===== src/rtl/chorus_delay_ctrl.sv =====
// Chorus modulated-delay sequencer: writes each accepted sample into the shared
// single-port RAM, then reads two adjacent taps at an LFO-modulated delay.
`timescale 1ns/1ps
module chorus_delay_ctrl #(
   parameter int width_p      = 24,
   parameter int depth_p      = 1024,
   parameter int base_delay_p = 480,
   parameter int mod_depth_p  = 128,
   parameter int frac_w_p     = 8,
   parameter int rate_p       = 64
) (
   input  logic                         clk_i,
   input  logic                         reset_ni,
   input  logic                         valid_i,
   output logic                         ready_o,
   input  logic [width_p-1:0]           data_i,
   output logic                         mem_en_o,
   output logic                         mem_we_o,
   output logic [$clog2(depth_p)-1:0]   mem_addr_o,
   output logic [width_p-1:0]           mem_wdata_o,
   input  logic [width_p-1:0]           mem_rdata_i,
   output logic                         valid_o,
   input  logic                         ready_i,
   output logic [width_p-1:0]           tap0_o,
   output logic [width_p-1:0]           tap1_o,
   output logic [frac_w_p-1:0]          frac_o
);

   localparam int addr_w = $clog2(depth_p);
   localparam int dw     = addr_w + frac_w_p;

   localparam logic [dw:0]     lfo_max  = (dw+1)'(mod_depth_p << frac_w_p);
   localparam logic [dw:0]     rate_w   = (dw+1)'(rate_p);
   localparam logic [dw-1:0]   base_fx  = dw'(base_delay_p << frac_w_p);
   localparam logic [addr_w:0] fill_max = (addr_w+1)'(depth_p);

   typedef enum logic [2:0] {IDLE, WRITE, RD0, RD1, CAP, OUT} state_t;

   state_t              state, state_nxt;
   logic [addr_w-1:0]   wr_ptr, a0, a1, d_int, d_int_now;
   logic [addr_w:0]     fill;
   logic [dw-1:0]       lfo, lfo_nxt, delay;
   logic [dw:0]         lfo_ext, lfo_up;
   logic                lfo_dn, lfo_dn_nxt;
   logic [width_p-1:0]  sample;
   logic [frac_w_p-1:0] frac_q;
   logic                accept, handshake;

   assign delay     = base_fx + lfo;
   assign d_int_now = delay[dw-1:frac_w_p];
   assign accept    = (state == IDLE) && valid_i;
   assign handshake = (state == OUT) && ready_i;

   // Triangle LFO: saturate exactly on the bounds, then turn around.
   always_comb begin
      // NOTE: every always_comb output gets a default first, so no path can infer a latch.
      lfo_nxt    = lfo;
      lfo_dn_nxt = lfo_dn;
      lfo_ext    = {1'b0, lfo};
      lfo_up     = lfo_ext + rate_w;
      if (!lfo_dn) begin
         if (lfo_up >= lfo_max) begin
            lfo_nxt    = lfo_max[dw-1:0];
            lfo_dn_nxt = 1'b1;
         end else begin
            lfo_nxt = lfo_up[dw-1:0];
         end
      end else begin
         if (lfo_ext <= rate_w) begin
            lfo_nxt    = '0;
            lfo_dn_nxt = 1'b0;
         end else begin
            lfo_nxt = lfo - rate_w[dw-1:0];
         end
      end
   end

   always_comb begin
      state_nxt   = state;
      ready_o     = 1'b0;
      valid_o     = 1'b0;
      mem_en_o    = 1'b0;
      mem_we_o    = 1'b0;
      mem_addr_o  = '0;
      mem_wdata_o = '0;
      unique case (state)
         IDLE: begin
            ready_o = 1'b1;
            if (valid_i) state_nxt = WRITE;
         end
         WRITE: begin
            mem_en_o    = 1'b1;
            mem_we_o    = 1'b1;
            mem_addr_o  = wr_ptr;
            mem_wdata_o = sample;
            state_nxt   = RD0;
         end
         RD0: begin
            mem_en_o   = 1'b1;
            mem_addr_o = a0;
            state_nxt  = RD1;
         end
         RD1: begin
            mem_en_o   = 1'b1;
            mem_addr_o = a1;
            state_nxt  = CAP;
         end
         CAP: state_nxt = OUT;
         OUT: begin
            valid_o = 1'b1;
            if (ready_i) state_nxt = IDLE;
         end
         default: state_nxt = IDLE;
      endcase
   end

   always_ff @(posedge clk_i or negedge reset_ni) begin
      if (!reset_ni) begin
         state  <= IDLE;
         wr_ptr <= '0;
         fill   <= '0;
         lfo    <= '0;
         lfo_dn <= 1'b0;
         sample <= '0;
         d_int  <= '0;
         frac_q <= '0;
         a0     <= '0;
         a1     <= '0;
         tap0_o <= '0;
         tap1_o <= '0;
         frac_o <= '0;
      end else begin
         // NOTE: non-blocking assignments keep every register sampling pre-edge values.
         state <= state_nxt;
         if (accept) begin
            sample <= data_i;
            d_int  <= d_int_now;
            frac_q <= delay[frac_w_p-1:0];
            a0     <= wr_ptr - d_int_now;
            a1     <= wr_ptr - d_int_now - 1'b1;
         end
         // Taps older than the written history would expose stale RAM, so they read as 0.
         if (state == RD1)
            tap0_o <= ({1'b0, d_int} > fill) ? '0 : mem_rdata_i;
         if (state == CAP) begin
            tap1_o <= (({1'b0, d_int} + 1'b1) > fill) ? '0 : mem_rdata_i;
            frac_o <= frac_q;
         end
         if (handshake) begin
            wr_ptr <= wr_ptr + 1'b1;
            if (fill != fill_max) fill <= fill + 1'b1;
            lfo    <= lfo_nxt;
            lfo_dn <= lfo_dn_nxt;
         end
      end
   end

endmodule


===== config.mk =====
export PLATFORM = sky130hd
export DESIGN_NAME = chorus_delay_ctrl
export DESIGN_NICKNAME = d
export VERILOG_FILES = /design/src/rtl/chorus_delay_ctrl.sv
export SDC_FILE = /design/constraint.sdc
export NUM_CORES = 1
export LEC_CHECK = 0
export ABC_AREA = 1
export CAP_MARGIN = 20
export CORE_MARGIN = 2
export CORE_UTILIZATION = 53
export DETAILED_ROUTE_END_ITERATION = 7
export HOLD_SLACK_MARGIN = 0.05
export PLACE_DENSITY = 0.78
export SLEW_MARGIN = 20
export SYNTH_ARGS = -nofsm -noshare
export SYNTH_HDL_FRONTEND = slang
export SYNTH_SLANG_ARGS = --single-unit

===== constraint.sdc =====
create_clock -name clk_i -period 2.9 [get_ports clk_i]
set_clock_uncertainty 0.1 [all_clocks]
set_input_delay 0.29 -clock clk_i [delete_from_list [all_inputs] [get_ports clk_i]]
set_output_delay 0.29 -clock clk_i [all_outputs]
set_load 0.1 [all_outputs]

Yosys cells after proc, flatten, opt, wreduce, memory -nomap -nowiden
Cells that the tools add are included.
- register bits: 161
- input bits: 52
- output and inout port bits: 94
- mux-type cells: 17
- $add $sub $neg: 8
- order comparisons: 4
- equality and inequality tests: 8
- reduce and logical (&&, ||, !) cells: 6
- operators with widths (operator ; count):
    24-bit two-way mux ; 3
    18-bit two-way mux ; 3
    10-bit case mux with 3 select lines ; 1
    18-bit by 7-bit adder with 19-bit output, second input constant ; 1
    19-bit by 16-bit >= comparator with 1-bit output, second input constant ; 1
    17-bit by 18-bit adder with 18-bit output, first input constant ; 1
    18-bit by 7-bit <= comparator with 1-bit output, second input constant ; 1
    3-bit case mux with 6 select lines ; 1
    18-bit by 7-bit subtractor with 18-bit output, second input constant ; 1
    10-bit by 1-bit adder with 11-bit output, second input constant ; 1
    11-bit by 1-bit adder with 11-bit output, second input constant ; 1
    10-bit by 11-bit > comparator with 1-bit output ; 1
    11-bit > comparator ; 1
    11-bit inequality test, second input constant ; 1
    10-bit by 1-bit adder with 10-bit output, second input constant ; 1
    10-bit by 1-bit subtractor with 10-bit output, second input constant ; 1
    10-bit subtractor ; 1
    1-bit two-way mux ; 7
    3-bit by 2-bit equality test with 1-bit output, second input constant ; 2
    3-bit equality test, second input constant ; 2
    3-bit two-way mux ; 2
    2-bit inequality test, second input constant ; 2
    2-bit AND reduction ; 2
    3-bit by 1-bit equality test with 1-bit output, second input constant ; 1
    other kinds (3) ; 4

Depth between registers and ports, before layout
Gate-level depths: netlist of run 1.
- depth after elaboration: 4
- mapped depth: 17
- gate-level depth less buffers: 16

Worst setup path after synthesis of run 1
Ideal clock, no wire load.
- path kind: flip-flop to output port
- start: register state[2]
- end: output mem_addr_o[1]
- path slack: -2.999 ns
- required time: 2.510 ns
- path buffers: 2
- cell stages (with the launch flop): 6
- arrival time: 5.509 ns
- path through: dfrtp_1 -> buf_4 -> nor3_1 -> inv_1 -> clkbuf_1 -> o21ai_0
- word-level cells in the longest chain between the ends: 2
- elaborated cells on any way between the ends: 4
- classes of those cells: 3 x eq/ne; 1 x mux
- RTL lines (item ; line ; RTL):
    start, declared ; 39 ; state_t state, state_nxt;
    start signal, assigned ; 134 ; state <= state_nxt;
    3-bit by 2-bit equality test with 1-bit output or 3-bit by 1-bit equality test with 1-bit output (tied branches) ; 86 ; unique case (state)
    10-bit case mux with 3 select lines (*) ; 86 ;
    end, declared ; 19 ; output logic [$clog2(depth_p)-1:0] mem_addr_o,
Every way passes the cells marked *; elsewhere a longest branch is shown, timed or not.

Worst setup path in the final report of run 1
- start: register state[0]
- end: output mem_wdata_o[7]
- word-level cells in the longest chain between the ends: 2
- RTL lines (item ; line ; RTL):
    3-bit by 1-bit equality test with 1-bit output ; 86 ;
    24-bit two-way mux ; 86 ;
    end, declared ; 20 ; output logic [width_p-1:0] mem_wdata_o,
No other way between the ends.

==> flow_summary.yaml, run 1 <==
sta:
  fin_crit_sh_pct: 88.72
  finalHoldViolCount: 0
  period_minus_slack_ns: 2.573
  rsz0062_at_grt: "false"
  tightest_slew_ns: 0.5326
  setup-violations-final: 0
  slew_headroom_pct: 64.40
  max_freq_mhz: 388.7
  fin_hold_ws_ns: 0.2522
  maxSlewViolCount: 0
  setup_ws_ns: 0.3271
worst_setup_path:
  path_cells: "inv_2 > nor3_4 > inv_2 > buf_4 > nor2_1 > buf_4"
  crit_type: "reg2out"
  cp.required_ns: 2.51
  cp-end-kind: "output pin"
  crit_path_top_delay_cell: "dfrtp_1"
  critPathLaunchType: "flip-flop"
  arrival_ns: 2.18
  slowest_delay_ns: 0.41
  cp_max_fo: 20
synth:
  ys_seq_area_share_pct: 45.29
  synth_async_sr_flop_share_pct: 100.0
  synthCells: 990
  ys_warn_count: 0
  avgSynthCellArea_um2: 7.981
  synth-main-ff-cell: "dfrtp_1"
  ys_ff_latch: 143
  synth_edf_count: 0
  syn_area_um2: 7901
  yosysUniqueCellTypes: 47
global_routing:
  grt_first_pass_wirelength_um: 33240
  grt_max_degree: 69
  grt_usage_pct: 25.80
  grt_pass1_vias: 6801
  antenna_found_initial: 0
  grt-ovfl-total: 0
cells_and_area:
  nets: 1221
  area_growth_pct: 27.95
  fin_cells: 1327
  insertedDiodeCount: 0
  drive_gt1_share_pct: 16.27
  final_common_cell: "nand2_1"
  layout_common_cells: "nand2_1 (281), dfrtp_1 (143), inv_1 (103)"
clock_network:
  numCtsBuffers: 17
  tritoncts: "built"
  ctsRootBufferMaster: "clkbuf_16"
  cts_htree_levels: 4
  clock_sinks: 143
  path_clk_slew_ns: 0.06
  clock_latency_ns: 0.43
  clockBufferDepth: 2
placement:
  place_congestion: 0.9022
  placed_cells: 1293
  place_ws_ns: 0.2896
  hpwl_um: 14290
  portBuffers: 139
detailed_routing:
  antenna_left: 0
  wl_per_cell_um: 14.90
  wl_um: 19770
  routed_via_density: 5.294
  drt-pass1-iter-count: 5
  route.detailed.drc: 0
  drt_iter0_markers: 627
  vias: 7025
floorplanning:
  rows: 44
  die_w_um: 126.1
  core_area_um2: 14530
  initial_core_util_pct: 54.36
  ios: 146
  die_h_um: 126.1
  die_area_um2: 15900
run_status:
  outcome: "finished, final reports clean"
worst_hold_path:
  hp-class: "in2async"
run:
  maxCapViolCount: 0
## cells in the mapped netlist (4+ instances only)
library cell | count | area, µm²
a22oi_1 | 5 | 37.54
a21oi_1 | 27 | 135.1
nand4_1 | 14 | 87.58
nor2_2 | 9 | 56.30
ha_1 | 38 | 475.5
buf_4 | 8 | 60.06
clkbuf_1 | 23 | 86.33
dfrtp_1 | 143 | 3578
nand3_1 | 61 | 305.3
inv_1 | 105 | 394.1
xor2_1 | 34 | 297.8
xnor2_1 | 4 | 35.03
nor2_1 | 72 | 270.3
a21boi_1 | 9 | 67.56
buf_2 | 9 | 45.04
inv_2 | 7 | 26.28
nand2_1 | 281 | 1055
nor4_1 | 4 | 25.02
nor3_1 | 11 | 55.05
o21ai_0 | 86 | 430.4
## area by class of cell
class                   instances  area, µm²
fillers                      1171       4424
multi-input cells             700       3829
flip-flops and latches        143       3578
repair buffers                156       1444
clock buffers                  18      439.2
inverters                     112      420.4
well taps                     184      230.2
clock inverters                14      168.9
## worst max-delay path: cells and delay by family (launching register included)
family | cells | cell delay, ns
buf+inv | 4 | 0.94
flops | 1 | 0.41
simple gates | 2 | 0.40
## cell families after synthesis
group	synth area share, %
XOR/XNOR	4.212
flip-flops	45.29
adder cells (fa/ha/maj)	6.271
buffers and inverters	7.744
other	0.04746
AO/OA/AOI/OAI	10.51
AND/OR/NAND/NOR	25.64
multiplexers	0.2850
## path summary, 6_finish.rpt
kind / start / endpoint / slack (ns) / cells past startpoint
setup / recovery: state[0] / mem_wdata_o[7] / 0.33 / 6
hold / removal: reset_ni / lfo[13] / 0.25 / 2
setup reg to reg: d_int[0] / tap1_o[8] / 0.34 / 13
hold reg to reg: a1[2] / a1[2] / 0.38 / 2
max in group asynchronous: reset_ni / a1[1] / 1.68 / 3
min in group clk_i: data_i[16] / sample[16] / 0.32 / 3
## state kept, by name (all words and copies together), names as in the netlist
signal and count:
fill 11, tap1_o 24, lfo 12, sample 24, a1 10, frac_o 2, d_int 10, lfo_dn 1
frac_q 2, wr_ptr 10, tap0_o 24, state 3, a0 10
## repair_timing
action	CTS	global route
buffers inserted	0	1
hold endpoints to repair	46	0
setup endpoints to repair	0	7
gates resized for setup	0	1
hold buffers	1	0
## routing by layer
metal | part of all wire, % | GRT usage [%] | up-vias
met4 | 1.8 | 7.628 | 0
met1 | 45 | 35.21 | 3344
li1 | - | - | 3466
met2 | 48 | 41.52 | 193
met5 | 0 | 0 | -
met3 | 4.8 | 5.820 | 22
## through the flow
stage | area, µm² | utilization [%] | TNS, ns
6_report | 10110 | 69.56 | 0
5_1_grt | 10110 | 69.56 | 0
4_1_cts | 10100 | 69.48 | 0
3_5_place_dp | 9480 | 65.23 | 0
3_3_place_gp | 9480 | 65.23 | 0
2_1_floorplan | 8011 | - | -11.54
Power of run 1 is left out: the tool's default activity adds up to more than one toggle a clock period on the data nets, which glitch-free logic cannot reach.
==> run 2: changes to the inputs <==
--- a/config.mk
+++ b/config.mk
@@ -7,10 +7,11 @@
 export LEC_CHECK = 0
 export ABC_AREA = 1
 export CAP_MARGIN = 20
-export CORE_MARGIN = 2
+export CORE_MARGIN = 8
 export CORE_UTILIZATION = 53
 export DETAILED_ROUTE_END_ITERATION = 7
 export HOLD_SLACK_MARGIN = 0.05
+export MAX_ROUTING_LAYER = met4
 export PLACE_DENSITY = 0.78
 export SLEW_MARGIN = 20
 export SYNTH_ARGS = -nofsm -noshare
==> run 2 against run 1 <==
Sequential share of layout area decreased by 0.13 points. Global-route usage is 3.3 points lower. Final cell count grew 0.15%. Via count grew 0.23%. Die area up 20%. Non-clock buffer count grew 3. Clock-buffer cell count increased by 1.
==> flow_summary.yaml, run 2 (synthesis results as in run 1) <==
cells_and_area:
  fin_cells: 1329
  nets: 1224
  final_common_cell: "nand2_1"
  layout_common_cells: "nand2_1 (281), dfrtp_1 (142), inv_1 (103)"
  insertedDiodeCount: 0
  area_growth_pct: 28.46
  fill_cells: 1162
  reg_top3: "sample (24), tap0_o (24), tap1_o (24)"
  drive_gt1_share_pct: 16.59
  final-seq-area_um2: 3580
  multi_input_area_um2: 3831
global_routing:
  grt-ovfl-total: 0
  grt_max_degree: 62
  grt_usage_pct: 22.46
  antenna_found_initial: 0
  grt_pass1_vias: 6969
  grt_first_pass_wirelength_um: 34840
worst_setup_path:
  cp_max_fo: 24
  timing.rr.start: "d_int[2]"
  r2r_setup_slack_ns: 0.22
  critPathLaunchType: "flip-flop"
  reg2reg_depth: 12
  cp-end-kind: "flip-flop"
  arrival_ns: 2.91
  r2r-end: "tap1_o[22]"
  cp.required_ns: 3.13
  crit_type: "reg2reg"
clock_network:
  clockBufferDepth: 2
  path_clk_slew_ns: 0.06
  numCtsBuffers: 17
  clock_latency_ns: 0.42
  cts_htree_levels: 4
  tritoncts: "built"
  clock_sinks: 143
  ctsRootBufferMaster: "clkbuf_16"
detailed_routing:
  vias: 7041
  wl_per_cell_um: 15.61
  drt_iter0_markers: 435
  route.detailed.drc: 0
  drt-pass1-iter-count: 5
  antenna_left: 0
  routed_via_density: 5.298
  wl_um: 20740
floorplanning:
  die_area_um2: 19070
  die_h_um: 138.1
  core_area_um2: 14530
  initial_core_util_pct: 54.36
  ios: 146
  die_w_um: 138.1
  rows: 44
placement:
  placed_cells: 1294
  hpwl_um: 15080
  portBuffers: 139
  place_congestion: 0.8925
sta:
  tightest_slew_ns: 0.5937
  fin_hold_ws_ns: 0.3238
  maxSlewViolCount: 0
  max_freq_mhz: 373.1
  setup-tns-final_ns: 0
  setup-violations-final: 0
  fin_crit_sh_pct: 92.41
  slew_headroom_pct: 60.42
  finalHoldViolCount: 0
  period_minus_slack_ns: 2.680
run_status:
  outcome: "finished, final reports clean"
worst_hold_path:
  hp-class: "in2async"
run:
  maxCapViolCount: 0
[run 2: cell count changes in the layout (fill, tap and decap cells not counted), sizes merged]
cell | before | now
buf | 105 | 108
bufinv | 2 | 3
clkbuf | 18 | 19
clkinv | 2 | 4
clkinvlp | 1 | 3
inv | 121 | 114
[run 2: final cells by class]
class / instances / share of cell area [%]
inverter: 112 / 4.142
clock buffer: 19 / 4.463
sequential: 143 / 35.27
timing repair buffer: 159 / 14.53
tap: 184 / 2.268
multi-input combinational: 700 / 37.75
clock inverter: 12 / 1.578
[run 2: worst max-delay path: stages (launching register included)]
cell	delay, ns
dfrtp_2	0.41
nand3_1	0.15
nor2_2	0.17
nand2_1	0.10
nor3_1	0.21
xor2_1	0.12
ha_1	0.29
nand2_1	0.08
nor4_1	0.28
a22o_1	0.24
buf_12	0.18
nand2_1	0.07
o21ai_0	0.18
[run 2: layer usage]
layer | global-route usage, % | part of all wire, % | up-vias
met5 | - | 0 | -
met4 | 7.151 | 2.0 | 0
met3 | 4.247 | 3.9 | 34
met2 | 36.51 | 50 | 184
met1 | 27.78 | 44 | 3355
li1 | - | - | 3468
[run 2: how the worst max path moves through the flow]
stage / from / end / slack [ns] / depth (start not counted)
CTS: d_int[2] / tap1_o[22] / 0.11 / 12
floorplan: state[0] / mem_addr_o[5] / -0.65 / 5
detailed placement: d_int[2] / tap1_o[4] / 0.22 / 12
global placement: d_int[0] / tap1_o[4] / 0.40 / 12
finish: d_int[2] / tap1_o[22] / 0.22 / 12
global route: d_int[2] / tap1_o[20] / -0.06 / 12
[run 2: repair_timing]
item	in CTS	in global routing
setup buffers	0	3
endpoints found under the setup margin	0	24
endpoints found under the hold margin	59	0
gates resized for setup	0	6
hold buffers	1	0
[run 2: metrics by stage]
step                cell area (µm²)  setup WS [ns]  util [%]
finish                        10150         0.2201     69.83
global route                  10150       -0.05801     69.83
floorplan                      8011        -0.6501         -
CTS                           10110         0.1074     69.57
detailed placement             9488         0.2226     65.28
global placement               9488         0.4013     65.28
Power of run 2 is left out for the same reason.
==> run 3: changes to the inputs <==
--- a/config.mk
+++ b/config.mk
@@ -13,6 +13,7 @@
 export HOLD_SLACK_MARGIN = 0.05
 export MAX_ROUTING_LAYER = met4
 export PLACE_DENSITY = 0.78
+export SKIP_CTS_REPAIR_TIMING = 1
 export SLEW_MARGIN = 20
 export SYNTH_ARGS = -nofsm -noshare
 export SYNTH_HDL_FRONTEND = slang
==> run 3 against run 2 <==
First-iteration DRC count unchanged. Die area unchanged. Setup slack improved by 0.0074 ns. Via count hardly changed. Non-clock buffer count is the same. Flip-flop and latch count is the same.
==> flow_summary.yaml, run 3 (synthesis results as in run 1) <==
run_status:
  outcome: "finished, final reports clean"
cells_and_area:
  reg_top3: "sample (24), tap0_o (24), tap1_o (24)"
  final_common_cell: "nand2_1"
  final-seq-area_um2: 3580
  multi_input_area_um2: 3831
  nets: 1224
  layout_common_cells: "nand2_1 (281), dfrtp_1 (142), inv_1 (103)"
  fill_cells: 1159
  insertedDiodeCount: 0
  area_growth_pct: 28.46
  drive_gt1_share_pct: 16.59
worst_setup_path:
  slowest_delay_ns: 0.41
  arrival_ns: 2.90
  crit_type: "reg2reg"
  timing.rr.start: "d_int[2]"
  crit_buf_inv: 1
  cp.required_ns: 3.13
  critPathLaunchType: "flip-flop"
  cp_common_cell: "nand2_1"
  critical-path-top-delay-family: "simple AND/OR/NAND/NOR gates"
  r2r_setup_slack_ns: 0.23
  reg2reg_depth: 12
  cp-end-kind: "flip-flop"
  cp_max_fo: 24
  crit_path_top_delay_cell: "dfrtp_2"
  r2r-end: "tap1_o[22]"
  path_cells: "nand3_1 > nor2_2 > nand2_1 > nor3_1 > xor2_1 > ha_1 > nand2_1 > nor4_1 > a22o_1 > buf_12 > nand2_1 > o21ai_0"
worst_hold_path:
  hp-class: "in2async"
detailed_routing:
  drt_iter0_markers: 435
  drt-pass1-iter-count: 5
  antenna_left: 0
  routed_via_density: 5.296
  wl_per_cell_um: 15.60
  wl_um: 20730
  route.detailed.drc: 0
  vias: 7039
clock_network:
  tritoncts: "built"
  clockBufferDepth: 2
  ctsRootBufferMaster: "clkbuf_16"
  clock_sinks: 143
  path_clk_slew_ns: 0.06
  clock_latency_ns: 0.42
  cts_htree_levels: 4
  numCtsBuffers: 17
global_routing:
  grt_usage_pct: 22.45
  grt_first_pass_wirelength_um: 34820
  grt_pass1_vias: 6966
  grt_max_degree: 62
  grt-ovfl-total: 0
  antenna_found_initial: 0
placement:
  hpwl_um: 15080
  place_congestion: 0.8925
  place_ws_ns: 0.2226
  portBuffers: 139
sta:
  fin_crit_sh_pct: 92.16
  finalHoldViolCount: 0
  max_freq_mhz: 374.2
  setup-violations-final: 0
  setup_ws_ns: 0.2275
  slew_headroom_pct: 60.44
  setup-tns-final_ns: 0
  fin_hold_ws_ns: 0.3246
  tightest_slew_ns: 0.5934
  period_minus_slack_ns: 2.673
  maxSlewViolCount: 0
floorplanning:
  ios: 146
  die_h_um: 138.1
  initial_core_util_pct: 54.36
  die_area_um2: 19070
  die_w_um: 138.1
  core_area_um2: 14530
  rows: 44
run:
  maxCapViolCount: 0
-- run 3: worst max-delay path by stage --
stage                   from             to  slack [ns]  cells after the start
finish              d_int[2]     tap1_o[22]        0.23                     12
global route        d_int[2]     tap1_o[20]       -0.06                     12
CTS                 d_int[2]     tap1_o[22]        0.11                     12
detailed placement  d_int[2]      tap1_o[4]        0.22                     12
global placement    d_int[0]      tap1_o[4]        0.40                     12
floorplan           state[0]  mem_addr_o[5]       -0.65                      5
-- run 3: metrics by stage --
stage	util [%]	area, µm²	instances
after global routing	69.83	10150	1329
after detailed placement	65.28	9488	1294
after CTS	69.50	10100	1325
after floorplan	-	8011	995
after global placement	65.28	9488	1294
final	69.83	10150	1329
-- run 3: layer usage --
layer,vias up,track usage [%],part of all wire (%),wire (µm)
met5,-,-,0,0
met3,36,4.247,3.9,806
met4,0,7.151,2.1,427
met2,183,36.51,50,10300
met1,3352,27.75,44,9192
li1,3468,-,-,-
-- run 3: final cells by class --
type,instances,share of cell area [%]
clock buffer,19,4.463
clock inverter,12,1.578
inverter,112,4.142
multi-input combinational,700,37.75
sequential,143,35.27
tap,184,2.268
timing repair buffer,159,14.53
Power of run 3 is left out for the same reason.
